===== config.mk =====
export PLATFORM = sky130hd
export DESIGN_NAME = pong_game_ctrl_flat
export DESIGN_NICKNAME = d
export VERILOG_FILES = /design/src/rtl/pong_game_ctrl_if.sv /design/src/rtl/pong_game_ctrl.sv /design/src/flat_wrapper.sv
export SDC_FILE = /design/constraint.sdc
export NUM_CORES = 1
export LEC_CHECK = 0
export CORE_MARGIN = 4
export CORE_UTILIZATION = 57
export CTS_CLUSTER_DIAMETER = 50
export CTS_CLUSTER_SIZE = 14
export DETAILED_ROUTE_END_ITERATION = 8
export PLACE_DENSITY = 0.84
export SKIP_CTS_REPAIR_TIMING = 1
export SLEW_MARGIN = 20
export SYNTH_ARGS = -nofsm -noshare
export SYNTH_HDL_FRONTEND = slang
export SYNTH_SLANG_ARGS = --single-unit

===== constraint.sdc =====
create_clock -name in_clock -period 2.95 [get_ports in_clock]
set_input_delay 0.885 -clock in_clock [delete_from_list [all_inputs] [get_ports in_clock]]
set_output_delay 0.885 -clock in_clock [all_outputs]
set_load 0.02 [all_outputs]

===== src/rtl/pong_game_ctrl_if.sv =====
// Bundles the ball-side flags, player controls and the score/status outputs
// that the Pong round controller exchanges with the rest of the datapath.
interface pong_game_ctrl_if #(
  parameter int SCORE_W = 4
);
  logic               in_ani_stb;
  logic               in_serve;
  logic               in_pause;
  logic               in_left_score;
  logic               in_right_score;
  logic               out_start;
  logic               out_animate;
  logic               out_ball_reset;
  logic [SCORE_W-1:0] out_left_points;
  logic [SCORE_W-1:0] out_right_points;
  logic               out_game_over;
  logic               out_winner;
  logic [1:0]         out_state;

  modport master (
    output in_ani_stb, in_serve, in_pause, in_left_score, in_right_score,
    input  out_start, out_animate, out_ball_reset, out_left_points,
           out_right_points, out_game_over, out_winner, out_state
  );

  modport slave (
    input  in_ani_stb, in_serve, in_pause, in_left_score, in_right_score,
    output out_start, out_animate, out_ball_reset, out_left_points,
           out_right_points, out_game_over, out_winner, out_state
  );
endinterface


===== src/rtl/pong_game_ctrl.sv =====
// Pong round/score controller: serve, rally, inter-point delay and game-over
// sequencing driven by the ball's score flags.
module pong_game_ctrl #(
  parameter int WIN_SCORE    = 5,
  parameter int DELAY_FRAMES = 60,
  parameter int SCORE_W      = 4
) (
  input  logic                  in_clock,
  input  logic                  in_reset,
  pong_game_ctrl_if.slave       bus
);

  typedef enum logic [1:0] {
    ST_IDLE  = 2'd0,
    ST_PLAY  = 2'd1,
    ST_DELAY = 2'd2,
    ST_OVER  = 2'd3
  } state_t;

  localparam int                 CNT_W      = 10;
  localparam logic [SCORE_W-1:0] WIN_S      = SCORE_W'(WIN_SCORE);
  localparam logic [CNT_W-1:0]   LAST_FRAME = CNT_W'(DELAY_FRAMES - 1);

  // Scores never climb past the winning value, even if a stray edge slips in.
  function automatic logic [SCORE_W-1:0] sat_inc(input logic [SCORE_W-1:0] v,
                                                 input logic en);
    if (en && (v < WIN_S)) begin
      return v + SCORE_W'(1);
    end else begin
      return v;
    end
  endfunction

  state_t             state_r;
  logic [CNT_W-1:0]   cnt_r;
  logic [SCORE_W-1:0] left_r;
  logic [SCORE_W-1:0] right_r;
  logic               serve_q_r;
  logic               lscore_q_r;
  logic               rscore_q_r;
  logic               start_r;
  logic               ball_reset_r;
  logic               game_over_r;
  logic               winner_r;

  logic               serve_rise_s;
  logic               lrise_s;
  logic               rrise_s;
  logic [SCORE_W-1:0] left_next_s;
  logic [SCORE_W-1:0] right_next_s;
  logic               left_win_s;
  logic               right_win_s;

  // Edge detection and post-increment score values used by the PLAY decision.
  always_comb begin
    serve_rise_s = bus.in_serve & ~serve_q_r;
    lrise_s      = bus.in_left_score & ~lscore_q_r;
    rrise_s      = bus.in_right_score & ~rscore_q_r;
    left_next_s  = sat_inc(left_r, lrise_s);
    right_next_s = sat_inc(right_r, rrise_s);
    left_win_s   = (left_next_s == WIN_S);
    right_win_s  = (right_next_s == WIN_S);
  end

  // Round sequencer: state, scores, delay counter and registered pulses.
  always_ff @(posedge in_clock) begin
    if (in_reset) begin
      state_r      <= ST_IDLE;
      cnt_r        <= '0;
      left_r       <= '0;
      right_r      <= '0;
      serve_q_r    <= 1'b0;
      lscore_q_r   <= 1'b0;
      rscore_q_r   <= 1'b0;
      start_r      <= 1'b0;
      ball_reset_r <= 1'b0;
      game_over_r  <= 1'b0;
      winner_r     <= 1'b0;
    end else begin
      serve_q_r    <= bus.in_serve;
      lscore_q_r   <= bus.in_left_score;
      rscore_q_r   <= bus.in_right_score;
      start_r      <= 1'b0;
      ball_reset_r <= 1'b0;
      case (state_r)
        ST_IDLE: begin
          if (serve_rise_s) begin
            start_r <= 1'b1;
            state_r <= ST_PLAY;
          end
        end
        ST_PLAY: begin
          if (lrise_s || rrise_s) begin
            left_r  <= left_next_s;
            right_r <= right_next_s;
            // A simultaneous win is awarded to the left player.
            if (left_win_s) begin
              state_r     <= ST_OVER;
              game_over_r <= 1'b1;
              winner_r    <= 1'b0;
            end else if (right_win_s) begin
              state_r     <= ST_OVER;
              game_over_r <= 1'b1;
              winner_r    <= 1'b1;
            end else begin
              state_r <= ST_DELAY;
              cnt_r   <= '0;
            end
          end
        end
        ST_DELAY: begin
          if (bus.in_ani_stb && !bus.in_pause) begin
            if (cnt_r == LAST_FRAME) begin
              cnt_r   <= '0;
              start_r <= 1'b1;
              state_r <= ST_PLAY;
            end else begin
              cnt_r <= cnt_r + CNT_W'(1);
            end
          end
        end
        ST_OVER: begin
          if (serve_rise_s) begin
            ball_reset_r <= 1'b1;
            left_r       <= '0;
            right_r      <= '0;
            game_over_r  <= 1'b0;
            state_r      <= ST_IDLE;
          end
        end
        default: begin
          state_r <= ST_IDLE;
        end
      endcase
    end
  end

  assign bus.out_start        = start_r;
  assign bus.out_ball_reset   = ball_reset_r;
  assign bus.out_animate      = (state_r == ST_PLAY) & ~bus.in_pause;
  assign bus.out_left_points  = left_r;
  assign bus.out_right_points = right_r;
  assign bus.out_game_over    = game_over_r;
  assign bus.out_winner       = winner_r;
  assign bus.out_state        = state_r;

endmodule


===== src/flat_wrapper.sv =====
// flat-port wrapper written by rule: the top's interface ports become plain ports
module pong_game_ctrl_flat 
#(
  parameter int WIN_SCORE    = 5,
  parameter int DELAY_FRAMES = 60,
  parameter int SCORE_W      = 4
)
  (in_clock, in_reset, bus_in_ani_stb, bus_in_serve, bus_in_pause, bus_in_left_score, bus_in_right_score, bus_out_start, bus_out_animate, bus_out_ball_reset, bus_out_left_points, bus_out_right_points, bus_out_game_over, bus_out_winner, bus_out_state);
  pong_game_ctrl_if #(.SCORE_W(SCORE_W)) bus_i ();
  input  logic in_clock;
  input  logic in_reset;
  input wire logic [$bits(bus_i.in_ani_stb)-1:0] bus_in_ani_stb;
  input wire logic [$bits(bus_i.in_serve)-1:0] bus_in_serve;
  input wire logic [$bits(bus_i.in_pause)-1:0] bus_in_pause;
  input wire logic [$bits(bus_i.in_left_score)-1:0] bus_in_left_score;
  input wire logic [$bits(bus_i.in_right_score)-1:0] bus_in_right_score;
  output wire logic [$bits(bus_i.out_start)-1:0] bus_out_start;
  output wire logic [$bits(bus_i.out_animate)-1:0] bus_out_animate;
  output wire logic [$bits(bus_i.out_ball_reset)-1:0] bus_out_ball_reset;
  output wire logic [$bits(bus_i.out_left_points)-1:0] bus_out_left_points;
  output wire logic [$bits(bus_i.out_right_points)-1:0] bus_out_right_points;
  output wire logic [$bits(bus_i.out_game_over)-1:0] bus_out_game_over;
  output wire logic [$bits(bus_i.out_winner)-1:0] bus_out_winner;
  output wire logic [$bits(bus_i.out_state)-1:0] bus_out_state;
  assign bus_i.in_ani_stb = bus_in_ani_stb;
  assign bus_i.in_serve = bus_in_serve;
  assign bus_i.in_pause = bus_in_pause;
  assign bus_i.in_left_score = bus_in_left_score;
  assign bus_i.in_right_score = bus_in_right_score;
  assign bus_out_start = bus_i.out_start;
  assign bus_out_animate = bus_i.out_animate;
  assign bus_out_ball_reset = bus_i.out_ball_reset;
  assign bus_out_left_points = bus_i.out_left_points;
  assign bus_out_right_points = bus_i.out_right_points;
  assign bus_out_game_over = bus_i.out_game_over;
  assign bus_out_winner = bus_i.out_winner;
  assign bus_out_state = bus_i.out_state;
  pong_game_ctrl #(.WIN_SCORE(WIN_SCORE), .DELAY_FRAMES(DELAY_FRAMES), .SCORE_W(SCORE_W)) u_core (.in_clock(in_clock), .in_reset(in_reset), .bus(bus_i));
endmodule

# After elaboration in Yosys (flattened, before gate mapping)
# Cells that the tools add are included.
op_classes:
  add_sub_neg: 3
  n_lt_le_gt_ge: 2
  n_eq_ne: 14
  n_mux: 31
  bitwise_logic: 9
  reduce_logical: 15
ops:
  columns: ["operator", "n"]
  rows:
  - ["2-to-1 mux 10 bit", 5]
  - ["2-to-1 mux 4 bit", 5]
  - ["one-hot mux 10 bit (2 select lines)", 1]
  - ["one-hot mux 4 bit (2 select lines)", 2]
  - ["2-to-1 mux 2 bit", 6]
  - ["adder 10 x 1 -> 10 bit (second input constant)", 1]
  - ["== test 10 x 6 -> 1 bit (second input constant)", 1]
  - ["inequality test 2 x 1 -> 1 bit (second input constant)", 5]
  - ["AND reduction 5 bit", 2]
  - ["2-to-1 mux 1 bit", 9]
  - ["adder 4 x 1 -> 4 bit (second input constant)", 2]
  - ["== test 4 x 3 -> 1 bit (second input constant)", 2]
  - ["< comparator 4 x 3 -> 1 bit (second input constant)", 2]
  - ["one-hot mux 2 bit (4 select lines)", 1]
  - ["AND reduction 3 bit", 2]
  - ["nonzero test 2 bit", 3]
  - ["NOT 1 bit", 5]
  - ["AND 1 bit", 4]
  - ["== test 2 bit (second input constant)", 2]
  - ["inequality test 2 bit (second input constant)", 2]
  - ["one-hot mux 1 bit (2 select lines)", 2]
  - ["AND reduction 4 bit", 1]
  - ["logical AND 1 bit", 3]
  - ["inequality test 3 x 1 -> 1 bit (second input constant)", 1]
  - ["other kinds (5)", 5]
word_totals:
  register_bits: 27
  in_bits: 7
  output_inout_bits: 15
  elab_cells: 85

# Logic depth before layout (Yosys ltp)
# Gate-level depths: netlist of the first run.
logic_depth:
  word_depth: 9
  depth_mapped: 9
  ltp_nobuf: 8

# Least setup slack after synthesis of the first run
# OpenSTA, ideal clock, no wires.
synth_timing:
  path_kind: "input port to flip-flop"
  from: "in bus_in_right_score"
  to: "reg u_core.cnt_r[0]"
  setup_time_ps: 63
  arrival_time_ps: 2214
  required_ps: 2887
  setup_slack_ps: 673
  stages: 7
  path_buffers: 1
  cell_sequence: "and4bb_1 > mux2i_1 > or3_1 > o221a_2 > buf_6 > mux2_4 > nor2_2"
synth_between:
  elab_chain_cells: 6
  word_cells_on_any_way: 8
  classes_between: "eq/ne: 3; mux: 1; bitwise: 1; reduce/logical: 3"
synth_lines:
  columns: ["item", "line_no", "rtl"]
  rows:
  - ["start: declaration", "flat_wrapper.sv:16", "input wire logic [$bits(bus_i.in_right_score)-1:0] bus_in_right_score;"]
  - ["AND 1 bit (*)", "pong_game_ctrl.sv:58", "rrise_s = bus.in_right_score & ~rscore_q_r;"]
  - ["logical AND 1 bit", "pong_game_ctrl.sv:27", "if (en && (v < WIN_S)) begin"]
  - ["2-to-1 mux 4 bit", "pong_game_ctrl.sv:27", null]
  - ["== test 4 x 3 -> 1 bit", "pong_game_ctrl.sv:62", "right_win_s = (right_next_s == WIN_S);"]
  - ["inequality test 2 bit (no source line)", null, null]
  - ["AND reduction 5 bit (no source line) (*)", null, null]
  - ["end signal: assignment", "pong_game_ctrl.sv:118", "cnt_r <= cnt_r + CNT_W'(1);"]
  - ["end: declaration", "pong_game_ctrl.sv:35", "logic [CNT_W-1:0] cnt_r;"]
# Mark *: on every way between the ends. The rest lies on a longest branch, timed or not.
# A chain may end at the register's enable or synchronous reset.

# Worst setup path after layout of the first run
layout_timing:
  from: "in bus_in_left_score"
  to: "reg u_core.cnt_r[6]"
layout_between:
  elab_chain_cells: 6
  word_cells_on_any_way: 8
  classes_between: "eq/ne: 3; mux: 1; bitwise: 1; reduce/logical: 3"
layout_lines:
  columns: ["item", "line_no", "rtl"]
  rows:
  - ["start: declaration", "flat_wrapper.sv:15", "input wire logic [$bits(bus_i.in_left_score)-1:0] bus_in_left_score;"]
  - ["AND 1 bit (*)", "pong_game_ctrl.sv:57", "lrise_s = bus.in_left_score & ~lscore_q_r;"]
  - ["logical AND 1 bit", "pong_game_ctrl.sv:27", null]
  - ["2-to-1 mux 4 bit", "pong_game_ctrl.sv:27", null]
  - ["== test 4 x 3 -> 1 bit", "pong_game_ctrl.sv:61", "left_win_s = (left_next_s == WIN_S);"]
  - ["inequality test 2 bit (no source line)", null, null]
  - ["AND reduction 5 bit (no source line) (*)", null, null]
# Marks and branches as above.

==> impl_metrics.env, run 1 <==
export IMPL_min_to="u_core.bus.out_game_over$_SDFFE_PP0P_"
export IMPL_p_per_area_nw_per_um2=383
export IMPL_leakage_nw=0.665
export IMPL_seqCellArea_sq_um=541
export IMPL_rr_startpoint="u_core.bus.out_left_points[0]$_SDFFE_PP0P_"
export IMPL_vias_per_cell=6.06
export IMPL_clk_pin_slew_ns=0.16
export IMPL_r2r_slack_ns=0.70
export IMPL_grt_start_max_net_pins=17
export IMPL_crit_path_end_kind="register"
export IMPL_dp_hpwl_mm=2.56
export IMPL_pin_count=22
export IMPL_synth_avg_cell_area_sq_um=8.13
export IMPL_routed_wl_mm=3.35
export IMPL_syn_nets=190
export IMPL_rsz0062_at_grt="no"
export IMPL_worst_pin_slew_ns=0.512
export IMPL_setup_violations_final=0
export IMPL_die_area_sq_um=3410
export IMPL_synth_area_sq_um=1450
export IMPL_synth_most_common_cell="dfxtp_1"
export IMPL_diodes=0
export IMPL_cts_tree="done"
export IMPL_port_buffers=21
export IMPL_yosys_register_bits=27
export IMPL_first_pass_iters=4
export IMPL_hold_start="u_core.bus.out_game_over$_SDFFE_PP0P_"
export IMPL_clk_latency_ns=0.34
export IMPL_yosys_top_cells_area="dfxtp_1 37%, nor2_1 6.2%, a21oi_1 4.5%, ha_1 4.3%, nand2_1 3.9%"
export IMPL_syn_inst=178
export IMPL_r2r_end="u_core.cnt_r[6]$_SDFFE_PP0P_"
export IMPL_via_count=1413
export IMPL_synthToLayoutAreaGrowth_pct=20.8
export IMPL_crit_required_ns=3.18
export IMPL_drc=0
export IMPL_clock_sinks=27
export IMPL_grt_pass1_wl_mm=5.64
export IMPL_clockBufferDepth=2
export IMPL_synth_cell_type_count=44
export IMPL_gr_usage_all_layers=0.208
export IMPL_min_period_ns=2.65
export IMPL_synth_common_cells="27 x dfxtp_1, 24 x nor2_1, 15 x nand2_1, 13 x a21oi_1, 9 x inv_1"
export IMPL_synth_edf_count=0
export IMPL_wl_per_cell_um=14.4
export IMPL_slew_headroom=0.656
export IMPL_drv_slew=0
export IMPL_ff2ff_path_depth=8
export IMPL_nFillCells=186
export IMPL_critPathMaxFanout=12
export IMPL_drive_above_1_share=0.0878
export IMPL_drv_cap=0
export IMPL_status="finished clean"
export IMPL_first_global_vias=1325
export IMPL_yosys_warnings=0
export IMPL_fmax_mhz=377
export IMPL_synth_top_area_cell="dfxtp_1"
export IMPL_critPathKind="input port to register"
export IMPL_whs_path_depth=2
export IMPL_initial_core_util=0.624
export IMPL_cp_arrival_ns=2.89
export IMPL_dr_first_iter_drc_count=57
export IMPL_root_buffer="clkbuf_4"
export IMPL_synth_top_cell_area_share=0.374
export IMPL_skew_ns=0.0126
export IMPL_fp_row_count=17
export IMPL_htree_levels=1
export IMPL_min_path_type="register to register"
export IMPL_dieWidth_um=58.4
export IMPL_gp_congestion=0.856
export IMPL_hold_viol_final=0
export IMPL_period_share=0.900
export IMPL_fin_nets=218
export IMPL_antenna_found_initial=0
export IMPL_yosysSeqAreaShare=0.374
export IMPL_final_core_util=0.754
export IMPL_detail_route_antenna_nets=0
export IMPL_cts_buffers=3
export IMPL_final_setup_tns_ns=0
export IMPL_synthFlopType="dfxtp_1"
export IMPL_start_kind="input port"
export IMPL_dp_cells=229
export IMPL_synthArstFlopShare=0
export IMPL_multi_input_area_sq_um=843
export IMPL_die_h_um=58.4
export IMPL_grt_overflow=0
export IMPL_finalNonFillerCells=233
export IMPL_coreArea_sq_um=2320
export IMPL_power_uw=669
export IMPL_peakVddDrop_mv=0.422
[power breakdown]
group / switching, mW / internal, mW / total, mW / leakage, nW
clock network: 0.115 / 0.0520 / 0.166 / 0.0139
logic: 0.0685 / 0.0503 / 0.119 / 0.432
registers: 0.0107 / 0.373 / 0.384 / 0.219
[placed cells by master (no fill, tap or decap), types with 3 or more instances in the layout]
| cell | n |
|---|---|
| nor2b_1 | 8 |
| a211oi_1 | 3 |
| a21oi_1 | 13 |
| a31oi_1 | 4 |
| mux2i_1 | 5 |
| inv_1 | 9 |
| clkbuf_4 | 3 |
| ha_1 | 5 |
| clkdlybuf4s50_1 | 20 |
| nand4_1 | 5 |
| dfxtp_1 | 27 |
| buf_4 | 7 |
| nand3_1 | 6 |
| o21ai_0 | 5 |
| or3_1 | 3 |
| nand2b_1 | 5 |
| nor3_1 | 7 |
| nor2_1 | 24 |
| nand2_1 | 15 |
[flip-flops by register name, indices dropped and copies added (netlist names)]
name,count
u_core.bus.out_ball_reset,1
u_core.bus.out_game_over,1
u_core.bus.out_left_points,4
u_core.bus.out_right_points,4
u_core.bus.out_start,1
u_core.bus.out_state,2
u_core.bus.out_winner,1
u_core.cnt_r,10
u_core.lscore_q_r,1
u_core.rscore_q_r,1
u_core.serve_q_r,1
[worst max path at each step]
| stage | end | cells after the start | from |
|---|---|---|---|
| floorplan | u_core.cnt_r[0]$_SDFFE_PP0P_ | 7 | bus_in_right_score |
| global placement | bus_out_animate | 3 | bus_in_pause |
| detailed placement | u_core.cnt_r[6]$_SDFFE_PP0P_ | 7 | bus_in_left_score |
| CTS | bus_out_animate | 3 | bus_in_pause |
| global route | u_core.cnt_r[6]$_SDFFE_PP0P_ | 7 | bus_in_left_score |
| finish | u_core.cnt_r[6]$_SDFFE_PP0P_ | 7 | bus_in_left_score |
[worst max-delay path: stages]
cell	delay, ns
clkdlybuf4s50_1	0.49
nand2b_1	0.08
nor3_1	0.29
mux2i_1	0.34
o221a_2	0.38
o21ai_0	0.14
a32o_1	0.28
[kinds of logic (layout without fill, tap and decap cells)]
group	Yosys count	in the layout	synth area share
AOI/OAI and AO/OA	39	39	0.179
adders and majority gates	5	5	0.0433
buffers and inverters	14	41	0.0432
DFF	27	27	0.374
muxes	6	6	0.0450
and+or+nand+nor	87	87	0.316
[layout make-up]
cell class,instances,share of cell area
inverters,9,0.0193
clock buffers,3,0.0129
flip-flops and latches,27,0.309
repair buffers,28,0.152
well taps,28,0.0200
multi-input cells,137,0.482
clock inverters,1,0.00429
[per-layer routing]
metal / vias to the layer above / part of all wire / global-route usage
li1: 689 / - / -
met1: 668 / 0.43 / 0.238
met2: 50 / 0.51 / 0.381
met3: 6 / 0.048 / 0.0482
met5: - / 0 / 0
met4: 0 / 0.014 / 0.0563
[through the flow]
stage | cell area, sq um | setup slack [ns] | hold WS [ns]
finish | 1750 | 0.296 | 0.479
global route | 1750 | 0.238 | 0.512
CTS | 1750 | -0.00269 | 0.486
detailed placement | 1720 | -0.0516 | 0.466
global placement | 1720 | 0.0319 | 0.435
floorplan | 1450 | 0.673 | 0.459
No activity file was read; power rests on OpenSTA's default activity.
==> run 2, diff against run 1 <==
- CORE_MARGIN: 4 -> not set
==> impl_metrics.env, run 2 (synthesis results as in run 1) <==
export IMPL_status="finished clean"
export IMPL_worst_pin_slew_ns=0.513
export IMPL_initial_core_util=0.630
export IMPL_leakage_nw=0.664
export IMPL_grt_overflow=0
export IMPL_vias_per_cell=5.91
export IMPL_hold_viol_final=0
export IMPL_final_setup_tns_ns=0
export IMPL_place_ws_ns=0.0171
export IMPL_min_period_ns=2.58
export IMPL_cp_arrival_ns=2.82
export IMPL_clk_pin_slew_ns=0.16
export IMPL_clockBufferDepth=2
export IMPL_drc=0
export IMPL_grtUsageMet3=0.0319
export IMPL_timing_final_ws_setup_ns=0.374
export IMPL_fmax_mhz=388
export IMPL_slowest_delay_ns=0.49
export IMPL_routed_wl_mm=3.20
export IMPL_drive_above_1_share=0.0833
export IMPL_peakVddDrop_mv=0.274
export IMPL_root_buffer="clkbuf_4"
export IMPL_synthToLayoutAreaGrowth_pct=20.2
export IMPL_pin_count=22
export IMPL_top_usage_layer="met2"
export IMPL_dp_hpwl_mm=2.34
export IMPL_grt_start_max_net_pins=19
export IMPL_rsz0062_at_grt="no"
export IMPL_fin_nets=217
export IMPL_die_h_um=52.4
export IMPL_wl_per_cell_um=13.8
export IMPL_fp_row_count=17
export IMPL_grt_pass1_wl_mm=5.29
export IMPL_met1_usage=0.352
export IMPL_period_share=0.873
export IMPL_gr_usage_met2=0.401
export IMPL_cts_buffers=3
export IMPL_min_path_type="register to register"
export IMPL_setup_violations_final=0
export IMPL_cts_tree="done"
export IMPL_slew_headroom=0.655
export IMPL_critPathKind="input port to register"
export IMPL_antenna_found_initial=0
export IMPL_crit_path_end_kind="register"
export IMPL_gr_usage_all_layers=0.256
export IMPL_htree_levels=1
export IMPL_via_count=1370
export IMPL_clock_sinks=27
export IMPL_die_area_sq_um=2740
export IMPL_nFillCells=179
export IMPL_first_global_vias=1261
export IMPL_multi_input_area_sq_um=843
export IMPL_seqCellArea_sq_um=541
export IMPL_skew_ns=0.0186
export IMPL_first_pass_iters=4
export IMPL_final_common_cell="dfxtp_1"
export IMPL_drv_slew=0
export IMPL_detail_route_antenna_nets=0
export IMPL_drv_cap=0
export IMPL_critical_path_top_delay_family="compound AO/OA/AOI/OAI gates"
export IMPL_crit_chain="clkdlybuf4s50_1 -> nand2b_1 -> a211o_1 -> mux2i_1 -> o221a_2 -> o21ai_0 -> a32o_1"
export IMPL_gp_congestion=0.867
export IMPL_coreArea_sq_um=2300
export IMPL_port_buffers=21
export IMPL_cpMaxStageDelayCell="clkdlybuf4s50_1"
export IMPL_layout_common_cells="27 x dfxtp_1, 24 x nor2_1, 20 x clkdlybuf4s50_1"
export IMPL_crit_required_ns=3.19
export IMPL_cp_num_buf_inv=1
export IMPL_dr_first_iter_drc_count=52
export IMPL_p_per_area_nw_per_um2=380
export IMPL_largest_register="u_core.cnt_r"
export IMPL_diodes=0
export IMPL_largest_reg_flops=10
export IMPL_start_kind="input port"
export IMPL_critPathMaxFanout=12
export IMPL_dieWidth_um=52.4
export IMPL_clk_latency_ns=0.33
==> run 2: cell count changes in the layout (fill, tap and decap cells not counted) <==
cell	delta
buf_4	-1
clkinv_2	+1
clkinvlp_4	-1
==> run 2: layout make-up <==
cell class / count / area share
multi-input cells: 137 / 0.485
inverters: 9 / 0.0194
clock buffers: 3 / 0.0130
repair buffers: 27 / 0.148
clock inverters: 1 / 0.00288
well taps: 28 / 0.0202
flip-flops and latches: 27 / 0.311
==> run 2: final timing paths <==
kind                                                             startpoint                               endpoint  slack [ns]  depth (start not counted)
worst max-delay path                                     bus_in_right_score           u_core.cnt_r[6]$_SDFFE_PP0P_        0.37                          7
worst max register to register  u_core.bus.out_right_points[0]$_SDFFE_PP0P_           u_core.cnt_r[6]$_SDFFE_PP0P_        0.78                          8
worst min-delay path                  u_core.bus.out_game_over$_SDFFE_PP0P_  u_core.bus.out_game_over$_SDFFE_PP0P_        0.48                          2
worst min register to register        u_core.bus.out_game_over$_SDFFE_PP0P_  u_core.bus.out_game_over$_SDFFE_PP0P_        0.48                          2
==> run 2: through the flow <==
| stage | total power, mW | utilization | hold slack (ns) | cells | cell area (sq um) |
|---|---|---|---|---|---|
| floorplan | 0.466 | - | 0.459 | 178 | 1450 |
| global placement | 0.504 | 0.743 | 0.444 | 228 | 1710 |
| detailed placement | 0.507 | 0.743 | 0.453 | 228 | 1710 |
| CTS | 0.666 | 0.755 | 0.481 | 232 | 1740 |
| global route | 0.691 | 0.757 | 0.509 | 232 | 1740 |
| finish | 0.661 | 0.757 | 0.475 | 232 | 1740 |
==> run 2: tightest hold or removal path, stage by stage (launching register included) <==
cell and delay (ns):
dfxtp_1 0.34, inv_1 0.05, a21oi_1 0.06
==> run 2: per-layer routing <==
metal	routed length, um	vias to the layer above	part of all wire
met1	1490	627	0.47
met2	1480	51	0.46
li1	-	688	-
met5	0	-	0
met3	196	4	0.061
met4	28	0	0.0088
==> run 2: report_power, final <==
group	internal [mW]	leakage [nW]	switching, mW	total [mW]
sequential	0.373	0.219	0.0107	0.384
combinational	0.0494	0.427	0.0667	0.116
clock	0.0508	0.0177	0.110	0.161
==> run 3, diff against run 2 <==
- ABC_CLOCK_PERIOD_IN_PS: not set -> 2950
==> results of run 3 <==
Same layout as run 2: the final DEF is identical, and so are final timing and power.
